==> config.mk <==
export PLATFORM = sky130hd
export DESIGN_NAME = uart_loader
export DESIGN_NICKNAME = d
export VERILOG_FILES = /design/src/rtl/uart_loader_pkg.sv /design/src/rtl/uart_loader_rx.sv /design/src/rtl/uart_loader.sv
export SDC_FILE = /design/constraint.sdc
export NUM_CORES = 1
export LEC_CHECK = 0
export ABC_CLOCK_PERIOD_IN_PS = 2470
export CAP_MARGIN = 10
export CORE_ASPECT_RATIO = 2
export CORE_MARGIN = 10
export CORE_UTILIZATION = 53
export CTS_CLUSTER_SIZE = 40
export DETAILED_ROUTE_END_ITERATION = 12
export PLACE_DENSITY = 0.8
export RECOVER_POWER = 50
export SLEW_MARGIN = 20
export SYNTH_ARGS = -nofsm -noshare
export SYNTH_HDL_FRONTEND = slang
export SYNTH_SLANG_ARGS = --single-unit
==> constraint.sdc <==
create_clock -name clk -period 2.47 [get_ports clk]
set_clock_uncertainty 0.05 [all_clocks]
set_input_delay 0.494 -clock clk [delete_from_list [all_inputs] [get_ports clk]]
set_output_delay 0.494 -clock clk [all_outputs]
set_load 0.02 [all_outputs]
==> src/rtl/uart_loader_pkg.sv <==
// Shared types and constants for the UART boot loader.
package uart_loader_pkg;

    // Protocol FSM states of the loader.
    typedef enum logic [2:0] {
        SYNC,
        LEN0,
        LEN1,
        DATA,
        CSUM,
        DONE,
        ERROR
    } state_t;

    // Serial receiver states.
    typedef enum logic [1:0] {
        RX_IDLE,
        RX_START,
        RX_DATA,
        RX_STOP
    } rx_state_t;

    // Byte that opens an image while hunting in SYNC.
    localparam logic [7:0] SYNC_BYTE = 8'h55;

    // Width of the little-endian word-count field.
    localparam int LEN_WIDTH = 16;

endpackage

==> src/rtl/uart_loader_rx.sv <==
// 8N1 UART receiver: 2-flop synchroniser, centre-of-bit sampling, stop-bit check.
// Handshake: byte_valid and frame_err are single-cycle strobes with no
// back-pressure; byte_data is only meaningful in the byte_valid cycle and the
// consumer must take it then.
module uart_loader_rx
    import uart_loader_pkg::*;
#(
    parameter int CLOCK_RATE = 100_000_000,
    parameter int BAUD_RATE  = 115200
) (
    input  logic       clk,
    input  logic       rst,
    input  logic       rx,
    output logic       byte_valid,
    output logic [7:0] byte_data,
    output logic       frame_err
);

    // Bit period rounded to the nearest whole clock.
    localparam int DIV  = (CLOCK_RATE + BAUD_RATE / 2) / BAUD_RATE;
    localparam int HALF = DIV / 2;
    localparam int CW   = $clog2(DIV + 1);
    localparam logic [CW-1:0] CNT_FULL = CW'(DIV - 1);
    localparam logic [CW-1:0] CNT_HALF = CW'(HALF - 1);

    logic          rx_meta;
    logic          rx_sync;
    logic          rx_prev;
    logic          fall;
    rx_state_t     state;
    rx_state_t     state_next;
    logic [CW-1:0] cnt;
    logic [2:0]    bit_idx;
    logic [7:0]    shreg;
    logic          cnt_clear;
    logic          start_ok;
    logic          sample_bit;
    logic          stop_done;

    assign fall      = rx_prev & ~rx_sync;
    assign byte_data = shreg;

    // Two-flop synchroniser plus one more stage for falling-edge detection.
    always_ff @(posedge clk) begin
        if (rst) begin
            rx_meta <= 1'b1;
            rx_sync <= 1'b1;
            rx_prev <= 1'b1;
        end else begin
            rx_meta <= rx;
            rx_sync <= rx_meta;
            rx_prev <= rx_sync;
        end
    end

    // Receiver state register.
    always_ff @(posedge clk) begin
        if (rst) begin
            state <= RX_IDLE;
        end else begin
            state <= state_next;
        end
    end

    // Next state and sample strobes; the start bit is re-checked half a period in.
    always_comb begin
        state_next = state;
        cnt_clear  = 1'b0;
        start_ok   = 1'b0;
        sample_bit = 1'b0;
        stop_done  = 1'b0;
        case (state)
            RX_IDLE: begin
                cnt_clear = 1'b1;
                if (fall) begin
                    state_next = RX_START;
                end
            end
            RX_START: begin
                if (cnt == CNT_HALF) begin
                    cnt_clear = 1'b1;
                    if (rx_sync) begin
                        state_next = RX_IDLE;
                    end else begin
                        start_ok   = 1'b1;
                        state_next = RX_DATA;
                    end
                end
            end
            RX_DATA: begin
                if (cnt == CNT_FULL) begin
                    cnt_clear  = 1'b1;
                    sample_bit = 1'b1;
                    if (bit_idx == 3'd7) begin
                        state_next = RX_STOP;
                    end
                end
            end
            RX_STOP: begin
                if (cnt == CNT_FULL) begin
                    cnt_clear  = 1'b1;
                    stop_done  = 1'b1;
                    state_next = RX_IDLE;
                end
            end
            default: state_next = RX_IDLE;
        endcase
    end

    // Bit timer, LSB-first shift register and the registered result strobes.
    always_ff @(posedge clk) begin
        if (rst) begin
            cnt        <= '0;
            bit_idx    <= '0;
            shreg      <= '0;
            byte_valid <= 1'b0;
            frame_err  <= 1'b0;
        end else begin
            cnt        <= cnt_clear ? '0 : cnt + CW'(1);
            byte_valid <= stop_done & rx_sync;
            frame_err  <= stop_done & ~rx_sync;
            if (start_ok) begin
                bit_idx <= '0;
            end
            if (sample_bit) begin
                shreg   <= {rx_sync, shreg[7:1]};
                bit_idx <= bit_idx + 3'd1;
            end
        end
    end

endmodule

==> src/rtl/uart_loader.sv <==
// Serial boot loader: 55, length (LE, words), data (LE words), XOR checksum.
// Streams assembled words into main memory while holding the core in reset.
module uart_loader
    import uart_loader_pkg::*;
#(
    parameter int CLOCK_RATE     = 100_000_000,
    parameter int BAUD_RATE      = 115200,
    parameter int ADDR_WIDTH     = 14,
    parameter int MAX_WORDS      = 'h3800,
    parameter int TIMEOUT_CYCLES = 100_000_000
) (
    input  logic                  clk,
    input  logic                  rst,
    input  logic                  rx,
    output logic                  busy,
    output logic                  error,
    output logic                  mem_write,
    output logic [3:0]            mem_wmask,
    output logic [31:0]           mem_wdata,
    output logic [ADDR_WIDTH-1:0] mem_addr
);

    localparam logic [LEN_WIDTH-1:0] MAX_N        = LEN_WIDTH'(MAX_WORDS);
    localparam logic [31:0]          TIMEOUT_LAST = 32'(TIMEOUT_CYCLES - 1);

    logic                 byte_valid;
    logic [7:0]           byte_data;
    logic                 frame_err;
    state_t               state;
    state_t               state_next;
    logic [LEN_WIDTH-1:0] len;
    logic [LEN_WIDTH-1:0] len_full;
    logic [LEN_WIDTH-1:0] word_cnt;
    logic [1:0]           byte_cnt;
    logic [23:0]          wbuf;
    logic [7:0]           csum;
    logic [31:0]          tcnt;
    logic                 word_done;
    logic                 last_word;

    uart_loader_rx #(
        .CLOCK_RATE(CLOCK_RATE),
        .BAUD_RATE (BAUD_RATE)
    ) u_rx (
        .clk       (clk),
        .rst       (rst),
        .rx        (rx),
        .byte_valid(byte_valid),
        .byte_data (byte_data),
        .frame_err (frame_err)
    );

    assign mem_wmask = 4'hF;
    assign busy      = (state != DONE);
    assign error     = (state == ERROR);
    assign len_full  = {byte_data, len[7:0]};
    assign word_done = byte_valid && (byte_cnt == 2'd3);
    assign last_word = (word_cnt == len - 16'd1);

    // Protocol state register.
    always_ff @(posedge clk) begin
        if (rst) begin
            state <= SYNC;
        end else begin
            state <= state_next;
        end
    end

    // Protocol next state; a framing error anywhere but DONE is fatal.
    always_comb begin
        state_next = state;
        case (state)
            SYNC: begin
                if (byte_valid) begin
                    if (byte_data == SYNC_BYTE) begin
                        state_next = LEN0;
                    end
                end else if (tcnt == TIMEOUT_LAST) begin
                    state_next = DONE;
                end
            end
            LEN0: begin
                if (byte_valid) begin
                    state_next = LEN1;
                end
            end
            LEN1: begin
                if (byte_valid) begin
                    if (len_full > MAX_N) begin
                        state_next = ERROR;
                    end else if (len_full == '0) begin
                        state_next = CSUM;
                    end else begin
                        state_next = DATA;
                    end
                end
            end
            DATA: begin
                if (word_done && last_word) begin
                    state_next = CSUM;
                end
            end
            CSUM: begin
                if (byte_valid) begin
                    state_next = (byte_data == csum) ? DONE : ERROR;
                end
            end
            default: state_next = state;
        endcase
        if (frame_err && (state != DONE)) begin
            state_next = ERROR;
        end
    end

    // Timeout counter, length capture, word assembler, address counter, checksum.
    always_ff @(posedge clk) begin
        if (rst) begin
            mem_write <= 1'b0;
            mem_wdata <= '0;
            mem_addr  <= '0;
            len       <= '0;
            word_cnt  <= '0;
            byte_cnt  <= '0;
            wbuf      <= '0;
            csum      <= '0;
            tcnt      <= '0;
        end else begin
            mem_write <= 1'b0;
            if (state == SYNC) begin
                tcnt <= byte_valid ? '0 : tcnt + 32'd1;
            end
            if (byte_valid) begin
                case (state)
                    LEN0: len[7:0]  <= byte_data;
                    LEN1: len[15:8] <= byte_data;
                    DATA: begin
                        csum     <= csum ^ byte_data;
                        byte_cnt <= byte_cnt + 2'd1;
                        case (byte_cnt)
                            2'd0: wbuf[7:0]   <= byte_data;
                            2'd1: wbuf[15:8]  <= byte_data;
                            2'd2: wbuf[23:16] <= byte_data;
                            default: begin
                                mem_wdata <= {byte_data, wbuf};
                                mem_addr  <= ADDR_WIDTH'(word_cnt);
                                mem_write <= 1'b1;
                                word_cnt  <= word_cnt + 16'd1;
                            end
                        endcase
                    end
                    default: ;
                endcase
            end
        end
    end

endmodule

# After elaboration in Yosys (flattened, before gate mapping)
# Cells that the tools add are included.
# classes
add_sub_neg,6
n_lt_le_gt_ge,1
n_eq_ne,36
n_mux,31
bitwise_logic,8
reduce_logical,25
# op_table
op,count
$mux 3,12
$add 32x1->32 const B,1
$eq 32x27->1 const B,1
$mux 32,1
$add 16x1->16 const B,1
$eq 16x16->1,1
$gt 16x14->1 const B,1
$logic_not 16->1,1
$ne 2x1->1 const B,8
$sub 16x1->16 const B,1
$pmux 3 s5,1
$mux 2,7
$reduce_and 7->1,2
$ne 3x2->1 const B,4
$reduce_and 3->1,4
$add 10x1->10 const B,1
$eq 10x10->1 const B,1
$eq 10x9->1 const B,1
$eq 3x3->1 const B,3
$ne 3x3->1 const B,3
$eq 2x2->1 const B,4
$eq 8x7->1 const B,1
$eq 8x8->1,1
$mux 1,8
other kinds (23),38
# word_totals
regBits,176
inputBits,3
output_inout_bits,53
wordCells,130

# Logic depth before layout (Yosys ltp)
# Gate-level depths: netlist of run 1.
# logic_depth
ltp_word,6
mapped_depth,10
mapped_depth_nobuf,8

# By module
# A second synthesis of run 1 with hierarchy kept.
# unflattened
hier_cells,964
area_unflattened_um2,7927.6
# modules_own_cells
mod,instances,cells_per_inst,area_per_inst_um2,seq_area_each_um2
uart_loader,1,842,6737.7,2962.8
uart_loader_rx,1,122,1189.9,560.5

# Least setup slack after synthesis of run 1
# Ideal clock, no wire load.
# synth_path
path_kind,flip-flop to flip-flop
from,reg len[1]
to,reg state[1]
setup_time_ns,0.132
arrival_time_ns,2.293
required_ns,2.288
setup_slack_ns,-0.005
path_stages_with_launch,11
n_path_buf,2
synth_period_minus_slack_ns,2.475
path_cell_list,dfxtp_1 > clkbuf_1 > inv_1 > ha_1 > buf_2 > or3b_1 > o311a_1 > a221oi_1 > nand4b_1 > nor4_1 > o21ai_1
# synth_between
elab_chain_cells,6
word_cells_on_any_way,12
classes_between,1 x add/sub; 1 x order compare; 2 x eq/ne; 5 x mux; 3 x reduce/logical
# synth_lines
item,line_no,source
"start, declared",uart_loader.sv:31,logic [LEN_WIDTH-1:0] len;
"start signal, assigned",uart_loader.sv:134,LEN0: len[7:0] <= byte_data;
branches (longest 6 deep; another with $sub 16x1->16),-,
"end signal, assigned",uart_loader.sv:65,state <= state_next;
"end, declared",uart_loader.sv:29,state_t state;
# Parallel ways; which one is timed is not known. The select of a mux whose other input is x is not followed.
# A chain may end at the register's enable or synchronous reset.

# Final worst setup path of run 1
# layout_path
from,reg len[0]
to,reg state[1]
# Same word-level chain as after synthesis.

==> results of run 1 <==
-- per-stage QoR --
step	hold WS [ns]	util
2_1_floorplan	0.339	-
3_3_place_gp	0.351	0.587
3_5_place_dp	0.348	0.587
4_1_cts	0.295	0.628
5_1_grt	0.314	0.627
6_report	0.297	0.627
-- registers in the layout, summed over array words and instances, names as in the netlist, named ones only --
name	flops
byte_cnt	2
csum	8
len	16
mem_addr	14
mem_wdata	32
mem_write	1
state	3
tcnt	32
u_rx.bit_idx	3
u_rx.byte_data	8
u_rx.byte_valid	1
u_rx.cnt	10
u_rx.frame_err	1
u_rx.rx_meta	1
u_rx.rx_prev	1
u_rx.rx_sync	1
u_rx.state	1
wbuf	24
word_cnt	16
-- metal layers --
| metal | global-route usage | part of all wire |
|---|---|---|
| met1 | 0.187 | 0.37 |
| met2 | 0.356 | 0.56 |
| met3 | 0.0304 | 0.034 |
| met4 | 0.0958 | 0.036 |
| met5 | 0 | 0 |
-- Yosys cell counts (2+ instances only) --
library cell,count
dfxtp_1,176
nor2b_1,6
inv_1,12
o21ai_0,10
nor2_1,103
a211oi_1,4
nand3_1,52
or4_1,5
and2_1,2
or2_2,5
and4_1,4
o211a_1,3
nand4b_1,3
buf_4,4
o211ai_1,4
xor2_1,58
ha_1,12
o31ai_1,2
nand4_1,18
or3b_1,2
a2bb2oi_1,3
o22ai_1,2
o21ai_1,4
a221oi_1,2
nand2_1,183
buf_2,4
nand3b_1,3
buf_1,5
mux2i_1,17
or3_1,4
a21o_1,2
nand2b_1,5
and3_1,8
and4b_1,2
nor4_1,10
a31oi_1,3
nor3_1,18
nor4b_1,5
xnor2_1,27
or4b_1,2
o21a_1,3
a21oi_1,98
clkbuf_1,55
-- power by group --
group / switching, W / internal, W / total [W] / leakage [nW]
sequential: 0.00000738 / 0.00284 / 0.00285 / 1.42
combinational: 0.0000567 / 0.0000179 / 0.0000746 / 1.75
clock: 0.00132 / 0.00138 / 0.00270 / 0.296
total: 0.00138 / 0.00424 / 0.00562 / 3.46
-- worst max-delay path, cell delays in order, from the launching register on --
cell and delay, ns:
dfxtp_1 0.31, buf_4 0.16, or4_1 0.56, o21ai_0 0.16, nor4b_1 0.27, nand4b_1 0.19, nor4_4 0.35, o21ai_1 0.11
-- worst paths after layout --
path	depth (start not counted)	endpoint	slack (ns)
setup reg to reg	7	state[1]$_SDFFE_PP0P_	0.18
hold reg to reg	1	u_rx.rx_sync$_SDFF_PP1_	0.36
setup / recovery	7	state[1]$_SDFFE_PP0P_	0.18
hold / removal	2	tcnt[1]$_SDFFE_PP0N_	0.30
-- cell type report --
type	count	area (um2)	share of cell area
inverters	14	52.6	0.00568
clock buffers	17	425	0.0460
multi-input cells	715	4050	0.438
repair buffers	86	769	0.0832
well taps	195	244	0.0264
clock inverters	15	181	0.0196
flip-flops and latches	176	3530	0.381
-- what timing repair did --
action,in CTS,in global routing
setup endpoints to repair,1,3
gates resized for setup,2,2
pin swaps,0,0
cloned,0,0
-- kinds of logic (layout without fill, tap and decap cells) --
logic type / after synthesis / count (layout) / synth area share
AO/OA/AOI/OAI: 149 / 149 / 0.110
XOR/XNOR: 85 / 85 / 0.0945
adder cells (fa/ha/maj): 12 / 12 / 0.0191
buffers and inverters: 82 / 132 / 0.0416
flip-flops: 176 / 176 / 0.447
multiplexers: 17 / 17 / 0.0216
other: 1 / 4 / 0.000476
AND/OR/NAND/NOR: 448 / 448 / 0.266
==> impl_results.md, run 1 <==
- Synthesized area: 0.00788 mm2
- Clock transition at path regs: 0.07 ns
- Synth area leaders: dfxtp_1 45%, nand2_1 8.7%, xor2_1 6.4%
- CTS Hold Bufs: 0
- Share of cells above drive strength 1: 0.0772
- Flop and latch count out of synthesis: 176
- Most frequent cells in the layout: 183 x nand2_1, 174 x dfxtp_1, 103 x nor2_1
- Worst min path class: input pin to register
- Die W: 106 um
- # clock sinks: 176
- Worst Path Required: 2.74 ns
- Synth Area per Inst: 8.12 um2
- Commonest non-fill, non-tap cell in the layout: nand2_1
- Post-route ant nets: 0
- Power per cell area: 608 mW/mm2
- Core area: 0.0147 mm2
- Post-synthesis sequential area ratio: 0.447
- Initial Util: 0.535
- Nets: 1025
- EDFF count, synth: 0
- Die height: 192 um
- Clk Latency, worst-skew pair: 0.44 ns
- Iter 0 DRT Violations: 349
- Worst setup startpoint: len[0]$_SDFFE_PP0P_
- Post-Syn Instances: 970
- Maxcap violations: 0
- Slew margin rel.: 0.552
- Yosys top cell area share: 0.447
- Residual DRC: 0
- CP startpoint kind: register
- Via count: 6684
- Total global-route track usage: 0.187
- Crit Path Class: register to register
- HPWL Detailed: 13300 um
- Setup crit end kind: register
- Drt first pass iters: 5
- Layout area overhead: 17.4%
- Slew of the pin with the lowest slew margin: 0.672 ns
- Critical path peak fanout: 9
- Top cell type by total area after synthesis: dfxtp_1
- Largest net degree at the start of global routing: 125
- RR Startpoint: len[0]$_SDFFE_PP0P_
- Final Critical Period: 2.29 ns
- Number of global-route vias before repair: 6738
- Fmax: 438 MHz
- Gpl congestion: 0.916
- DR WL/cell: 15.4 um
- Root Buffer: clkbuf_16
- Post-Place Cells: 1186
- Ant. Diodes: 0
- CTS tree: yes
- First-pass GRT wire length: 31500 um
- Power Total: 0.00562 W
- I/O pin total: 56
- H-tree depth: 4
- Final setup margin: 0.185 ns
- Hold_sp: rst
- Vias/cell: 5.49
- Final-report hold violation count: 0
- Async SR Flop Fraction: 0
- Yosys cell types: 63
- Setup_tns: 0 ns
- Yosys warnings: 0
- Placed Area: 0.00865 mm2
- Overflow after GRT: 0
- Clock buffer count from CTS: 17
- Arrival @ worst endpoint: 2.55 ns
- Slew Limit Fails: 0
- # port buffers: 51
- Post-route cell area: 0.00925 mm2
- Synth Flop Type: dfxtp_1
- Leakage power: 3.46 nW
- Fin crit share: 0.925
- Postcts setup bufs: 0
- Place WS: 0.149 ns
- Clk buf depth: 2
- Peak VDD IR: 0.578 mV
- Die ar.: 0.0204 mm2
- Routed WL: 18700 um
- Status: finished clean
- Fillers: 1302
- RSZ-0062 raised after global routing: no
- Final setup vio count: 0
- Finished Layout Cells: 1218
- Row count: 63
- Antenna violations before repair: 0
Power figures use the tool's default switching activity.
==> run 2, diff against run 1 <==
ABC_CLOCK_PERIOD_IN_PS = not set   (was 2470)
CORE_UTILIZATION = 59   (was 53)
PLACE_DENSITY = 0.84   (was 0.8)
clock period = 2.15 ns   (was 2.47 ns; I/O delays follow)
==> run 2 against run 1 <==
Against the previous run: the run now ends with setup timing left; routed wire length is 4.6% higher; maximum frequency fell by 0.69%; final area rose by 2.8%; hold slack improved by 0.067 ns; largest power group unchanged.
==> impl_results.md, run 2 (synthesized netlist as in run 1, its figures left out) <==
- DR WL/cell: 16.3 um
- Routed WL: 19600 um
- Crit-path leading delay family: buffers and inverters
- Most frequent cells in the layout: 183 x nand2_1, 173 x dfxtp_1, 103 x nor2_1
- Final-report hold violation count: 0
- Slew Limit Fails: 0
- Peak VDD IR: 0.598 mV
- CTS tree: yes
- Status: finished with violations
- R2r endpoint: state[1]$_SDFFE_PP0P_
- Final setup vio count: 3
- Total global-route track usage: 0.213
- Initial Util: 0.603
- Core area: 0.0131 mm2
- Met2 Use GR: 0.407
- Worst min path class: register to register
- Final setup margin: -0.151 ns
- Row count: 59
- GR Util met3: 0.0380
- Ant. Diodes: 0
- Vias/cell: 5.83
- Setup crit end kind: register
- Gpl congestion: 0.948
- Fmax: 435 MHz
- CP endpoint: state[1]$_SDFFE_PP0P_
- Clk buf depth: 2
- Residual DRC: 0
- CP startpoint kind: register
- Root Buffer: clkbuf_16
- Post-route ant nets: 0
- Drt first pass iters: 5
- Power per cell area: 679 mW/mm2
- Hold Slack: 0.363 ns
- R2R setup slack: -0.15 ns
- Commonest non-fill, non-tap cell in the layout: nand2_1
- HPWL Detailed: 13500 um
- # clock sinks: 176
- Share of cells above drive strength 1: 0.114
- GRT met1 Usage: 0.200
- R2R cell count: 10
- Critical path depth: 10
- Worst Path Required: 2.40 ns
- Worst-path cell chain: buf_4, nor4_4, clkdlybuf4s15_2, buf_4, a211oi_1, o22a_1, nand4b_1, nor4_2, buf_4, o21ai_1
- Worst setup startpoint: len[2]$_SDFFE_PP0P_
- Die ar.: 0.0187 mm2
- Final Critical Period: 2.30 ns
- Overflow after GRT: 0
- Die height: 183 um
- Fillers: 983
- Crit path buffers/inverters: 4
- Critical Path Max Stage Delay: 0.43 ns
- Failing checks: setup timing
- # port buffers: 51
- Arrival @ worst endpoint: 2.55 ns
- Clk Latency, worst-skew pair: 0.43 ns
- Top Usage Layer GRT: met2
- Fin crit share: 1.07
- Crit path top cell by count: buf_4
- Maxcap violations: 0
- RSZ-0062 raised after global routing: yes
- Leakage power: 3.58 nW
- H-tree depth: 4
- Clock transition at path regs: 0.07 ns
- RR Startpoint: len[2]$_SDFFE_PP0P_
- I/O pin total: 56
- Layout area overhead: 20.7%
- Nets: 1053
- Die W: 102 um
- First-pass GRT wire length: 32400 um
- Via count: 7010
- Post-route cell area: 0.00951 mm2
- Critical path peak fanout: 5
- Placed Area: 0.00881 mm2
- Slew of the pin with the lowest slew margin: 0.935 ns
- Antenna violations before repair: 0
- Slowest cell on crit path: dfxtp_1
- Clock buffer count from CTS: 17
- Biggest regs: mem_wdata (32), tcnt (32), wbuf (24)
- Iter 0 DRT Violations: 310
- CTS Hold Bufs: 0
- Crit Path Class: register to register
- Number of global-route vias before repair: 7054
- Largest net degree at the start of global routing: 58
- Slew margin rel.: 0.377
==> run 2: cell count changes in the layout (fill, tap and decap cells not counted), sizes merged, moves of 2 or more <==
cell | before | now
clkinv | 9 | 6
dlygate4sd3 | 48 | 45
clkinvlp | 0 | 3
clkdlybuf4s50 | 1 | 3
buf | 32 | 54
clkbuf | 21 | 26
clkdlybuf4s15 | 0 | 2
==> run 2: worst register-to-register path, delay by kind of cell, from the launching register on <==
| kind | cells | cell delay, ns |
|---|---|---|
| simple gates | 3 | 0.51 |
| compound gates | 3 | 0.43 |
| flops | 1 | 0.43 |
| buf+inv | 4 | 0.76 |
==> run 2: layout make-up <==
| type | instances | area, um2 | share of cell area |
|---|---|---|---|
| Multi-Input combinational cell | 715 | 4130 | 0.435 |
| Clock buffer | 17 | 425 | 0.0447 |
| Inverter | 14 | 55.1 | 0.00579 |
| Tap cell | 152 | 190 | 0.0200 |
| Clock inverter | 15 | 171 | 0.0180 |
| Timing Repair Buffer | 114 | 1010 | 0.106 |
| Sequential cell | 176 | 3530 | 0.371 |
==> run 2: worst min path at each step <==
| stage | start | endpoint | slack [ns] | cells after the start |
|---|---|---|---|---|
| 2_1_floorplan | u_rx.rx_meta$_SDFF_PP1_ | u_rx.rx_sync$_SDFF_PP1_ | 0.34 | 1 |
| 6_report | u_rx.rx_meta$_SDFF_PP1_ | u_rx.rx_sync$_SDFF_PP1_ | 0.36 | 1 |
| 3_5_place_dp | u_rx.rx_meta$_SDFF_PP1_ | u_rx.rx_sync$_SDFF_PP1_ | 0.35 | 1 |
| 4_1_cts | u_rx.rx_meta$_SDFF_PP1_ | u_rx.rx_sync$_SDFF_PP1_ | 0.37 | 1 |
| 3_3_place_gp | u_rx.rx_meta$_SDFF_PP1_ | u_rx.rx_sync$_SDFF_PP1_ | 0.35 | 1 |
| 5_1_grt | u_rx.rx_meta$_SDFF_PP1_ | u_rx.rx_sync$_SDFF_PP1_ | 0.38 | 1 |
==> run 2: through the flow <==
step | utilization | TNS (ns) | std cells | setup slack, ns | total power [W]
after global placement | 0.674 | -0.308 | 1164 | -0.107 | 0.00344
after detailed placement | 0.674 | -0.413 | 1164 | -0.145 | 0.00344
final | 0.728 | -0.402 | 1203 | -0.151 | 0.00646
after floorplan | - | -0.423 | 973 | -0.152 | 0.00342
after global routing | 0.728 | -5.02 | 1203 | -0.225 | 0.00662
after CTS | 0.722 | -0.427 | 1198 | -0.158 | 0.00648
==> run 2: layer usage <==
metal,vias to the layer above,wire [um]
met3,66,621
met2,194,11000
met5,-,0
li1,3405,-
met1,3345,7060
met4,0,864
==> run 2: what timing repair did <==
item,4_1_cts,5_1_grt
gates cloned,0,2
hold endpoints to repair,0,0
buffers inserted,2,3
endpoints found under the setup margin,6,29
gates resized for setup,7,17
pin swaps,3,1
==> run 2: power breakdown <==
group / switching [W] / total [W] / internal (W)
registers: 0.00000940 / 0.00328 / 0.00327
logic: 0.0000675 / 0.0000926 / 0.0000252
clock network: 0.00143 / 0.00309 / 0.00166
